--- config.mk ---
export PLATFORM = sky130hd
export DESIGN_NAME = cam_writer_flat
export DESIGN_NICKNAME = d
export VERILOG_FILES = /design/src/rtl/cam_writer_pkg.sv /design/src/rtl/cam_writer_if.sv /design/src/rtl/cam_writer_timing.sv /design/src/rtl/cam_writer.sv /design/src/flat_wrapper.sv
export SDC_FILE = /design/constraint.sdc
export NUM_CORES = 1
export LEC_CHECK = 0
export ABC_CLOCK_PERIOD_IN_PS = 8020
export BUFFER_PORTS_ARGS = -buffer_cell sky130_fd_sc_hd__buf_4
export CAP_MARGIN = 25
export CORE_ASPECT_RATIO = 1.25
export CORE_MARGIN = 3
export CORE_UTILIZATION = 50
export CTS_CLUSTER_DIAMETER = 30
export DETAILED_ROUTE_END_ITERATION = 8
export GPL_TIMING_DRIVEN = 0
export PLACE_DENSITY = 0.79
export RECOVER_POWER = 50
export SLEW_MARGIN = 20
export SYNTH_ARGS = -nofsm -noshare
export SYNTH_HDL_FRONTEND = slang
export SYNTH_SLANG_ARGS = --single-unit
--- constraint.sdc ---
create_clock -name pclk -period 8.02 [get_ports pclk]
set_input_delay 0 -clock pclk [delete_from_list [all_inputs] [get_ports pclk]]
set_output_delay 0 -clock pclk [all_outputs]
set_load 0.05 [all_outputs]
--- src/rtl/cam_writer_pkg.sv ---
// Shared definitions for the DVP camera-side frame writer: state encoding,
// default video timing and counter widths.
package cam_writer_pkg;

  localparam int DEF_PIX_PER_LINE = 640;
  localparam int DEF_NUM_LINES    = 480;
  localparam int DEF_HBLANK       = 144;
  localparam int DEF_VSYNC_LINES  = 3;
  localparam int DEF_VBP_LINES    = 17;
  localparam int DEF_VFP_LINES    = 10;

  localparam int CNT_W = 11;
  localparam int PIX_W = 8;
  localparam int FCNT_W = 16;

  typedef enum logic [2:0] {
    ST_IDLE   = 3'd0,
    ST_VSYNC  = 3'd1,
    ST_VBP    = 3'd2,
    ST_ACTIVE = 3'd3,
    ST_VFP    = 3'd4
  } cam_state_t;

  // Phase that follows a completed phase; the front porch loops back to vsync
  // unless a stop has been requested.
  function automatic cam_state_t next_phase(input cam_state_t s, input logic stop_req);
    case (s)
      ST_VSYNC:  return ST_VBP;
      ST_VBP:    return ST_ACTIVE;
      ST_ACTIVE: return ST_VFP;
      ST_VFP:    return stop_req ? ST_IDLE : ST_VSYNC;
      default:   return ST_IDLE;
    endcase
  endfunction

endpackage

--- src/rtl/cam_writer_if.sv ---
// Pixel stream in (in_data/in_valid/in_ready) and DVP bus out (vsync/href/dout).
// The writer is the master; the upstream source / camera receiver is the slave.
interface cam_writer_if;
  import cam_writer_pkg::*;

  logic [PIX_W-1:0] in_data;
  logic             in_valid;
  logic             in_ready;
  logic             vsync;
  logic             href;
  logic [PIX_W-1:0] dout;

  modport master (input in_data, in_valid, output in_ready, vsync, href, dout);
  modport slave  (output in_data, in_valid, input in_ready, vsync, href, dout);

endinterface

--- src/rtl/cam_writer_timing.sv ---
// Horizontal pixel counter and per-phase line counter with end-of-line and
// end-of-phase strobes. Counters sit at zero while not running so the first
// cycle after leaving IDLE is position (line 0, h 0).
module cam_writer_timing
  import cam_writer_pkg::*;
#(
  parameter int LINE_LEN = DEF_PIX_PER_LINE + DEF_HBLANK
) (
  input  logic             pclk,
  input  logic             rst_n,
  input  logic             i_run,
  input  logic [CNT_W-1:0] i_phase_lines,
  output logic [CNT_W-1:0] o_h,
  output logic             o_eol,
  output logic             o_eop
);

  localparam logic [CNT_W-1:0] H_LAST = CNT_W'(LINE_LEN - 1);

  logic [CNT_W-1:0] r_h;
  logic [CNT_W-1:0] r_line;

  assign o_h   = r_h;
  assign o_eol = i_run && (r_h == H_LAST);
  assign o_eop = o_eol && (r_line == (i_phase_lines - CNT_W'(1)));

  // Advance h every cycle, lines at end of line, restart both at end of phase.
  always_ff @(posedge pclk or negedge rst_n) begin
    if (!rst_n) begin
      r_h    <= '0;
      r_line <= '0;
    end else if (!i_run) begin
      r_h    <= '0;
      r_line <= '0;
    end else if (o_eol) begin
      r_h    <= '0;
      r_line <= o_eop ? '0 : r_line + CNT_W'(1);
    end else begin
      r_h <= r_h + CNT_W'(1);
    end
  end

endmodule

--- src/rtl/cam_writer.sv ---
// DVP camera-side frame writer: generates vsync/href timing for back-to-back
// frames and streams upstream bytes onto dout while href is high.
module cam_writer
  import cam_writer_pkg::*;
#(
  parameter int PIX_PER_LINE = DEF_PIX_PER_LINE,
  parameter int NUM_LINES    = DEF_NUM_LINES,
  parameter int HBLANK       = DEF_HBLANK,
  parameter int VSYNC_LINES  = DEF_VSYNC_LINES,
  parameter int VBP_LINES    = DEF_VBP_LINES,
  parameter int VFP_LINES    = DEF_VFP_LINES
) (
  input  logic              pclk,
  input  logic              rst_n,
  input  logic              start,
  input  logic              stop,
  cam_writer_if.master      bus,
  output logic              busy,
  output logic              underflow,
  output logic [FCNT_W-1:0] frame_cnt
);

  localparam logic [CNT_W-1:0] PIX_N = CNT_W'(PIX_PER_LINE);

  cam_state_t        r_state;
  logic              r_vsync;
  logic              r_href;
  logic [PIX_W-1:0]  r_dout;
  logic              r_underflow;
  logic [FCNT_W-1:0] r_frame_cnt;
  logic              r_stop_pending;

  logic [CNT_W-1:0]  w_h;
  logic              w_eol;
  logic              w_eop;
  logic [CNT_W-1:0]  w_phase_lines;
  cam_state_t        w_nstate;
  logic [CNT_W-1:0]  w_h_nxt;
  logic              w_href_nxt;
  logic              w_stop;

  cam_writer_timing #(
    .LINE_LEN(PIX_PER_LINE + HBLANK)
  ) u_timing (
    .pclk         (pclk),
    .rst_n        (rst_n),
    .i_run        (r_state != ST_IDLE),
    .i_phase_lines(w_phase_lines),
    .o_h          (w_h),
    .o_eol        (w_eol),
    .o_eop        (w_eop)
  );

  // Line count of the phase currently being timed.
  always_comb begin
    w_phase_lines = CNT_W'(1);
    case (r_state)
      ST_VSYNC:  w_phase_lines = CNT_W'(VSYNC_LINES);
      ST_VBP:    w_phase_lines = CNT_W'(VBP_LINES);
      ST_ACTIVE: w_phase_lines = CNT_W'(NUM_LINES);
      ST_VFP:    w_phase_lines = CNT_W'(VFP_LINES);
      default:   w_phase_lines = CNT_W'(1);
    endcase
  end

  // Look one cycle ahead so the registered bus lines up with the state;
  // href in the next cycle is exactly when a byte must be taken now.
  always_comb begin
    w_stop   = r_stop_pending | stop;
    w_nstate = r_state;
    if (r_state == ST_IDLE) begin
      if (start) w_nstate = ST_VSYNC;
    end else if (w_eop) begin
      w_nstate = next_phase(r_state, w_stop);
    end
    w_h_nxt    = ((r_state == ST_IDLE) || w_eol) ? '0 : w_h + CNT_W'(1);
    w_href_nxt = (w_nstate == ST_ACTIVE) && (w_h_nxt < PIX_N);
  end

  assign bus.in_ready = w_href_nxt;
  assign bus.vsync    = r_vsync;
  assign bus.href     = r_href;
  assign bus.dout     = r_dout;
  assign busy         = (r_state != ST_IDLE);
  assign underflow    = r_underflow;
  assign frame_cnt    = r_frame_cnt;

  // Frame FSM with registered bus outputs, sticky underflow and frame counter.
  always_ff @(posedge pclk or negedge rst_n) begin
    if (!rst_n) begin
      r_state        <= ST_IDLE;
      r_vsync        <= 1'b0;
      r_href         <= 1'b0;
      r_dout         <= '0;
      r_underflow    <= 1'b0;
      r_frame_cnt    <= '0;
      r_stop_pending <= 1'b0;
    end else begin
      r_state <= w_nstate;
      r_vsync <= (w_nstate == ST_VSYNC);
      r_href  <= w_href_nxt;
      // A missing byte still produces its href cycle, just with zero data.
      r_dout  <= (w_href_nxt && bus.in_valid) ? bus.in_data : '0;
      if (w_href_nxt && !bus.in_valid) r_underflow <= 1'b1;
      if ((r_state == ST_VFP) && w_eop) r_frame_cnt <= r_frame_cnt + FCNT_W'(1);
      if (w_nstate == ST_IDLE)
        r_stop_pending <= 1'b0;
      else if (stop && (r_state != ST_IDLE))
        r_stop_pending <= 1'b1;
    end
  end

endmodule
--- src/flat_wrapper.sv ---
// flat-port wrapper written by rule: the top's interface ports become plain ports
module cam_writer_flat import cam_writer_pkg::*;
#(
  parameter int PIX_PER_LINE = DEF_PIX_PER_LINE,
  parameter int NUM_LINES    = DEF_NUM_LINES,
  parameter int HBLANK       = DEF_HBLANK,
  parameter int VSYNC_LINES  = DEF_VSYNC_LINES,
  parameter int VBP_LINES    = DEF_VBP_LINES,
  parameter int VFP_LINES    = DEF_VFP_LINES
)
  (pclk, rst_n, start, stop, busy, underflow, frame_cnt, bus_in_data, bus_in_valid, bus_in_ready, bus_vsync, bus_href, bus_dout);
  cam_writer_if bus_i ();
  input  logic pclk;
  input  logic rst_n;
  input  logic start;
  input  logic stop;
  output logic busy;
  output logic underflow;
  output logic [FCNT_W-1:0] frame_cnt;
  input wire logic [$bits(bus_i.in_data)-1:0] bus_in_data;
  input wire logic [$bits(bus_i.in_valid)-1:0] bus_in_valid;
  output wire logic [$bits(bus_i.in_ready)-1:0] bus_in_ready;
  output wire logic [$bits(bus_i.vsync)-1:0] bus_vsync;
  output wire logic [$bits(bus_i.href)-1:0] bus_href;
  output wire logic [$bits(bus_i.dout)-1:0] bus_dout;
  assign bus_i.in_data = bus_in_data;
  assign bus_i.in_valid = bus_in_valid;
  assign bus_in_ready = bus_i.in_ready;
  assign bus_vsync = bus_i.vsync;
  assign bus_href = bus_i.href;
  assign bus_dout = bus_i.dout;
  cam_writer #(.PIX_PER_LINE(PIX_PER_LINE), .NUM_LINES(NUM_LINES), .HBLANK(HBLANK), .VSYNC_LINES(VSYNC_LINES), .VBP_LINES(VBP_LINES), .VFP_LINES(VFP_LINES)) u_core (.pclk(pclk), .rst_n(rst_n), .start(start), .stop(stop), .bus(bus_i), .busy(busy), .underflow(underflow), .frame_cnt(frame_cnt));
endmodule
# After elaboration in Yosys (flattened, before gate mapping)
# Cells that the tools add are included.
dict set report word_totals {
  ff_bits 53
  inputBits 13
  elab_cells 52
}
dict set report classes {
  n_addsub 4
  magnitude_cmp 1
  n_eq_ne 9
  mux 15
  n_bitwise 1
  reduce_logical 13
}
# op count
set ops {}
lappend ops {{$mux 11} 6}
lappend ops {{$pmux 9 s4} 1}
lappend ops {{$add 11x1->11 const B} 2}
lappend ops {{$add 16x1->16 const B} 1}
lappend ops {{$pmux 3 s4} 1}
lappend ops {{$eq 11x10->1 const B} 1}
lappend ops {{$eq 11x11->1} 1}
lappend ops {{$lt 11x10->1 const B} 1}
lappend ops {{$sub 11x1->11 const B} 1}
lappend ops {{$eq 3x2->1 const B} 3}
lappend ops {{$mux 3} 3}
lappend ops {{$mux 8} 1}
lappend ops {{$logic_and 1x1->1} 7}
lappend ops {{$eq 3x1->1 const B} 2}
lappend ops {{$logic_not 3->1} 2}
lappend ops {{$eq 3x3->1 const B} 1}
lappend ops {{$mux 1} 3}
lappend ops {{$reduce_bool 3->1} 1}
lappend ops {{$ne 2x1->1 const B} 1}
lappend ops {{$reduce_bool 2->1} 1}
lappend ops {{$logic_not 1->1} 1}
lappend ops {{$logic_or 1x1->1} 1}
lappend ops {{$or 1x1->1} 1}

# Depth between registers and ports, before layout
dict set report logic_depth {
  depth_word 11
  mapped_depth 13
}

# Hierarchy
# Synthesis repeated with hierarchy kept, for this count alone.
dict set report unflattened {
  hier_cells 319
  hier_area_um2 3002.9
}
# module n_inst cells_each area_per_inst_um2 seq_area_each_um2
set modules_own_cells {}
lappend modules_own_cells {cam_writer_timing 1 181 1546.5 550.5}
lappend modules_own_cells {cam_writer 1 138 1456.4 775.7}

# Worst setup path before layout
# Ideal clock, no wire load.
dict set report synth_timing {
  path_kind {register -> register}
  start {register u_core.r_state[0]}
  end {register u_core.r_href, in the netlist u_core.bus.href}
  setup_time_ps 203
  arrival_ps 3394
  slack_ps 4423
  path_stages_with_launch 14
  synth_period_minus_slack_ps 3597
  cell_sequence {dfrtp_1 buf_6 nor3b_2 inv_1 nand2_1 ha_1 ha_1 xor2_1 nand4_1 or3_1 nor3_4 a2bb2oi_1 buf_2 nor2_1}
}
dict set report synth_via {
  elab_chain_cells 9
}
# item line
set synth_lines {}
lappend synth_lines {{start, declared} cam_writer.sv:25} ;# cam_state_t r_state;
lappend synth_lines {{start signal, assigned} cam_writer.sv:99} ;# r_state <= w_nstate;
lappend synth_lines {{$eq 3x3->1, or another cell as far along} {cam_writer_pkg.sv:27, cam_writer.sv:57}}
lappend synth_lines {{$pmux 9 s4} cam_writer.sv:57} ;# case (r_state)
lappend synth_lines {{$sub 11x1->11} cam_writer_timing.sv:25} ;# assign o_eop = o_eol && (r_line == (i_phase_lines - CNT_W'(1)));
lappend synth_lines {{$eq 11x11->1} cam_writer_timing.sv:25}
lappend synth_lines {{$logic_and 1x1->1} cam_writer_timing.sv:25}
lappend synth_lines {{$mux 3} cam_writer.sv:73} ;# end else if (w_eop) begin
lappend synth_lines {{$mux 3} cam_writer.sv:71} ;# if (r_state == ST_IDLE) begin
lappend synth_lines {{$eq 3x2->1} cam_writer.sv:77} ;# w_href_nxt = (w_nstate == ST_ACTIVE) && (w_h_nxt < PIX_N);
lappend synth_lines {{$logic_and 1x1->1 *} cam_writer.sv:77}
lappend synth_lines {{net bus_in_ready} flat_wrapper.sv:22} ;# output wire logic [$bits(bus_i.in_ready)-1:0] bus_in_ready;
lappend synth_lines {{end signal, assigned} cam_writer.sv:101} ;# r_href <= w_href_nxt;
lappend synth_lines {{end, declared} cam_writer.sv:27} ;# logic r_href;
# The timed path passes the listed nets; every way through them passes the cells marked *.
# A chain may end at the register's enable or synchronous reset.

# Final worst setup path
dict set report layout_timing {
  start {register u_core.r_state[1]}
  end {output port bus_in_ready}
}
dict set report layout_via {
  elab_chain_cells 9
}
# item line
set layout_lines {}
lappend layout_lines {{$eq 3x3->1, or another cell as far along} {cam_writer_pkg.sv:27, cam_writer.sv:57}}
lappend layout_lines {{$pmux 9 s4} cam_writer.sv:57}
lappend layout_lines {{$sub 11x1->11} cam_writer_timing.sv:25}
lappend layout_lines {{$eq 11x11->1} cam_writer_timing.sv:25}
lappend layout_lines {{$logic_and 1x1->1} cam_writer_timing.sv:25}
lappend layout_lines {{$mux 3} cam_writer.sv:73}
lappend layout_lines {{$mux 3} cam_writer.sv:71}
lappend layout_lines {{$eq 3x2->1} cam_writer.sv:77}
lappend layout_lines {{$logic_and 1x1->1 *} cam_writer.sv:77}
lappend layout_lines {{end, declared} flat_wrapper.sv:22}
# Every way passes the cells marked *; elsewhere a longest branch is shown, timed or not.

==> summary.txt <==
Yosys
  – Synth Register Bits: 53
  – Part of the Yosys area used for sequential elements: 0.473
  – Area of the mapped netlist: 2810 µm²
  – Post-synth top flop: sky130_fd_sc_hd__dfrtp_1
  – Post-synthesis async set-or-reset flop share: 1.00
  – Synthesized netlist cell count: 288
  – Fraction of post-synthesis cell area in the top cell type by area: 0.473
  – Distinct cells, synth: 51
  – Warnings, synthesis: 0
  – Synthesized area divided by synthesized cell count: 9.74 µm²
  – Number of synthesized flops with an enable pin: 0
  – Cell taking the most area after synthesis: sky130_fd_sc_hd__dfrtp_1
  – Synthesized Nets: 306
  – Most area-consuming cells after synthesis: sky130_fd_sc_hd__dfrtp_1, sky130_fd_sc_hd__xor2_1, sky130_fd_sc_hd__xnor2_1, sky130_fd_sc_hd__nand2_1, sky130_fd_sc_hd__nor2_1

Clock network
  – Num CTS Buffers: 5
  – Worst-Skew Late Latency: 310 ps
  – Clock buffer depth: 2
  – Root buf cell: sky130_fd_sc_hd__clkbuf_8
  – Quantity of gates resized following cts: 0
  – Clock tree from TritonCTS: yes
  – Number of levels in the clock H-tree: 2
  – CTS sink count: 53
  – Clock transition time at the flip-flop clock pins of the worst setup and hold paths: 90 ps

Critical path
  – Startpoint Class: flip-flop
  – Type of the worst setup path: reg2out
  – Reg2Reg Depth: 13
  – Worst Path Required: 8020 ps
  – Capturing element type of the critical path: primary output
  – Critical Path AT: 4000 ps
  – Largest fanout on the critical path: 10

Timing
  – Max Slew Vio Count: 54
  – Maximum achievable frequency: 250 MHz
  – Rel. slew slack: -0.859
  – Shortest clock period the worst path allows after layout: 4000 ps
  – Final Hold Viols: 0
  – Setup clock skew after layout: 7.98 ps
  – Slew @ Worst Pin: 2790 ps
  – Setup violations, final: 0
  – Post-Route Setup TNS: 0 ps
  – Final Cycle Share: 0.498
  – Worst hold margin: 30.0 ps
  – RSZ-0062 raised after global routing: false

Global routing
  – Remaining global-route overflow: 0
  – Global-route wire length before repair: 10.2 mm
  – Pin count of the biggest net entering global routing: 54
  – Overall track demand over capacity in global routing: 0.192
  – Number of antenna violations at the first check in global routing: 0
  – Number of global-route vias before repair: 2,192

Floorplanning
  – Die ar.: 6550 µm²
  – Vertical die dimension: 89.8 µm
  – Horizontal extent of the die: 73.0 µm
  – Std-Cell Core Area: 5260 µm²
  – Ports: 42
  – Initial Utilization: 0.533
  – Placement Rows: 29

Power and ir drop
  – Sequential Power Share: 0.533
  – Total power density per cell area: 167 nW/µm²
  – Internal power component: 0.000406 W
  – Sum of internal, switching and leakage power: 0.000556 W
  – Combinational share of power: 0.134
  – Switching part of the total: 0.270
  – Static leakage: 1.56 nW
  – Max IR drop VDD: 0.118 mV
  – Clk network pwr share: 0.332
  – Switching power total: 0.000150 W

Cells and area
  – Most frequent cells in the layout: sky130_fd_sc_hd__dfrtp_1, sky130_fd_sc_hd__nor2_1, sky130_fd_sc_hd__nand2_1, sky130_fd_sc_hd__buf_4, sky130_fd_sc_hd__xor2_1
  – Proportion of layout cells with a drive suffix above 1: 0.142
  – Number of antenna repair diodes: 0
  – Filler cells: 456
  – Final nets: 363
  – Commonest non-fill, non-tap cell in the layout: sky130_fd_sc_hd__dfrtp_1
  – Final std cell area, no fill: 3340 µm²
  – Area growth, synth to finish: 19.0%

Min path
  – Worst Hold Path Cells: 3
  – Classification of the worst-slack hold path: in2reg

Detailed routing
  – Number of DRC markers in iteration 0: 133
  – Post-route DRC violation count: 0
  – Number of routed nets with antenna violations: 0
  – First-pass iteration count of the detailed router: 4
  – Avg Vias per Cell: 5.67
  – Wirelength, routed: 6.05 mm
  – Vias: 2,312
  – Mean routed wirelength per cell: 14.8 µm

Placed design
  – Port Buffers: 40
  – Weighted congestion reported at the end of routability-driven placement: 0.810
  – HPWL after detailed placement: 4.15 mm
  – Instance area at placement: 3180 µm²

Run status
  – Violations in the final reports: capacitance limit, slew limit
  – Outcome: finished with violations

Job
  – Number of violations of the max-capacitance limit: 1
==> cells in the mapped netlist (2+ instances only) <==
| cell type | instances |
|---|---|
| sky130_fd_sc_hd__dfrtp_1 | 53 |
| sky130_fd_sc_hd__nand2_1 | 25 |
| sky130_fd_sc_hd__nor2_1 | 25 |
| sky130_fd_sc_hd__xor2_1 | 20 |
| sky130_fd_sc_hd__nand3_1 | 18 |
| sky130_fd_sc_hd__nor3_1 | 15 |
| sky130_fd_sc_hd__xnor2_1 | 13 |
| sky130_fd_sc_hd__and3_1 | 10 |
| sky130_fd_sc_hd__inv_1 | 10 |
| sky130_fd_sc_hd__o21ai_0 | 10 |
| sky130_fd_sc_hd__a21oi_1 | 7 |
| sky130_fd_sc_hd__nand4_1 | 6 |
| sky130_fd_sc_hd__ha_1 | 5 |
| sky130_fd_sc_hd__clkbuf_1 | 4 |
| sky130_fd_sc_hd__or3_1 | 4 |
| sky130_fd_sc_hd__a31oi_1 | 3 |
| sky130_fd_sc_hd__and2_1 | 3 |
| sky130_fd_sc_hd__and4_1 | 3 |
| sky130_fd_sc_hd__buf_2 | 3 |
| sky130_fd_sc_hd__buf_6 | 3 |
| sky130_fd_sc_hd__mux2_2 | 3 |
| sky130_fd_sc_hd__nand2b_1 | 3 |
| sky130_fd_sc_hd__o21ai_1 | 3 |
| sky130_fd_sc_hd__a211oi_1 | 2 |
| sky130_fd_sc_hd__a21o_1 | 2 |
| sky130_fd_sc_hd__a2bb2oi_1 | 2 |
| sky130_fd_sc_hd__inv_2 | 2 |
| sky130_fd_sc_hd__nand3b_1 | 2 |
| sky130_fd_sc_hd__nor2b_1 | 2 |
| sky130_fd_sc_hd__nor3b_1 | 2 |
| sky130_fd_sc_hd__nor3b_2 | 2 |
| sky130_fd_sc_hd__nor4_1 | 2 |
| sky130_fd_sc_hd__o311a_1 | 2 |
| sky130_fd_sc_hd__o31a_1 | 2 |
==> state kept, by name, summed over array words and instances, names as in the netlist <==
signal and flops:
u_core.frame_cnt 16, u_core.bus.vsync 1, u_core.u_timing.r_line 11, u_core.u_timing.o_h 11
u_core.r_state 3, u_core.underflow 1, u_core.bus.href 1, u_core.r_stop_pending 1
u_core.bus.dout 8
==> repair_timing <==
item | in CTS | in global routing
hold buffers | 10 | 0
setup buffers | 0 | 0
endpoints found under the hold margin | 62 | 0
==> final cells by class <==
class	instances	area [µm²]	share of cell area
Multi-Input combinational cell	212	1370	0.409
Sequential cell	53	1330	0.397
Timing Repair Buffer	50	344	0.103
Tap cell	62	77.6	0.0232
Clock buffer	5	68.8	0.0206
Buffer	11	67.6	0.0202
Inverter	12	45.0	0.0135
Clock inverter	3	43.8	0.0131
==> final timing paths <==
kind | slack, ps | to | start
max | 4020 | bus_in_ready | u_core.r_state[1]
max in group asynchronous | 5330 | u_core.u_timing.r_line[9] | rst_n
min reg2reg | 480 | u_core.frame_cnt[15] | u_core.frame_cnt[15]
min in group asynchronous | 1110 | u_core.u_timing.o_h[10] | rst_n
max reg2reg | 4420 | u_core.bus.dout[1] | u_core.r_state[1]
min | 30 | u_core.bus.dout[0] | bus_in_valid
==> worst max-delay path, stage by stage, from the launching register on <==
cell,delay (ps)
sky130_fd_sc_hd__dfrtp_1,400
sky130_fd_sc_hd__buf_6,140
sky130_fd_sc_hd__nor3b_2,390
sky130_fd_sc_hd__inv_1,130
sky130_fd_sc_hd__nand2_1,90
sky130_fd_sc_hd__ha_1,270
sky130_fd_sc_hd__ha_1,280
sky130_fd_sc_hd__xor2_1,130
sky130_fd_sc_hd__nand4_1,130
sky130_fd_sc_hd__or3_1,470
sky130_fd_sc_hd__nor4_1,270
sky130_fd_sc_hd__a2bb2oi_1,370
sky130_fd_sc_hd__buf_2,290
sky130_fd_sc_hd__nor2_1,90
sky130_fd_sc_hd__buf_4,220
==> power groups by stage <==
stage / clock network [W] / registers, W / logic [W]
floorplan: 0 / 0.000300 / 0.0000489
global placement: 0 / 0.000302 / 0.0000692
detailed placement: 0 / 0.000302 / 0.0000710
CTS: 0.000190 / 0.000297 / 0.0000760
global route: 0.000199 / 0.000300 / 0.0000846
finish: 0.000185 / 0.000297 / 0.0000748
==> stage by stage <==
stage	worst slack [ps]	util	cells
floorplan	4420	-	288
global placement	4420	0.605	390
detailed placement	4330	0.605	390
CTS	3990	0.646	408
global route	3690	0.635	408
finish	4020	0.635	408
==> metal layers <==
| metal | GRT usage | routed length, µm | vias up |
|---|---|---|---|
| li1 | - | - | 1122 |
| met1 | 0.247 | 2640 | 1136 |
| met2 | 0.319 | 3120 | 46 |
| met3 | 0.0346 | 191 | 8 |
| met4 | 0.0631 | 101 | 0 |
| met5 | 0 | 0 | - |
==> kinds of logic after synthesis <==
family,count (synthesis),synth area share
fa+ha+maj,5,0.0223
simple gates,130,0.250
xor+xnor,33,0.103
buf+inv,23,0.0401
compound gates,39,0.0923
flops,53,0.473
mux,5,0.0196
No activity file was read; power rests on OpenSTA's default activity.
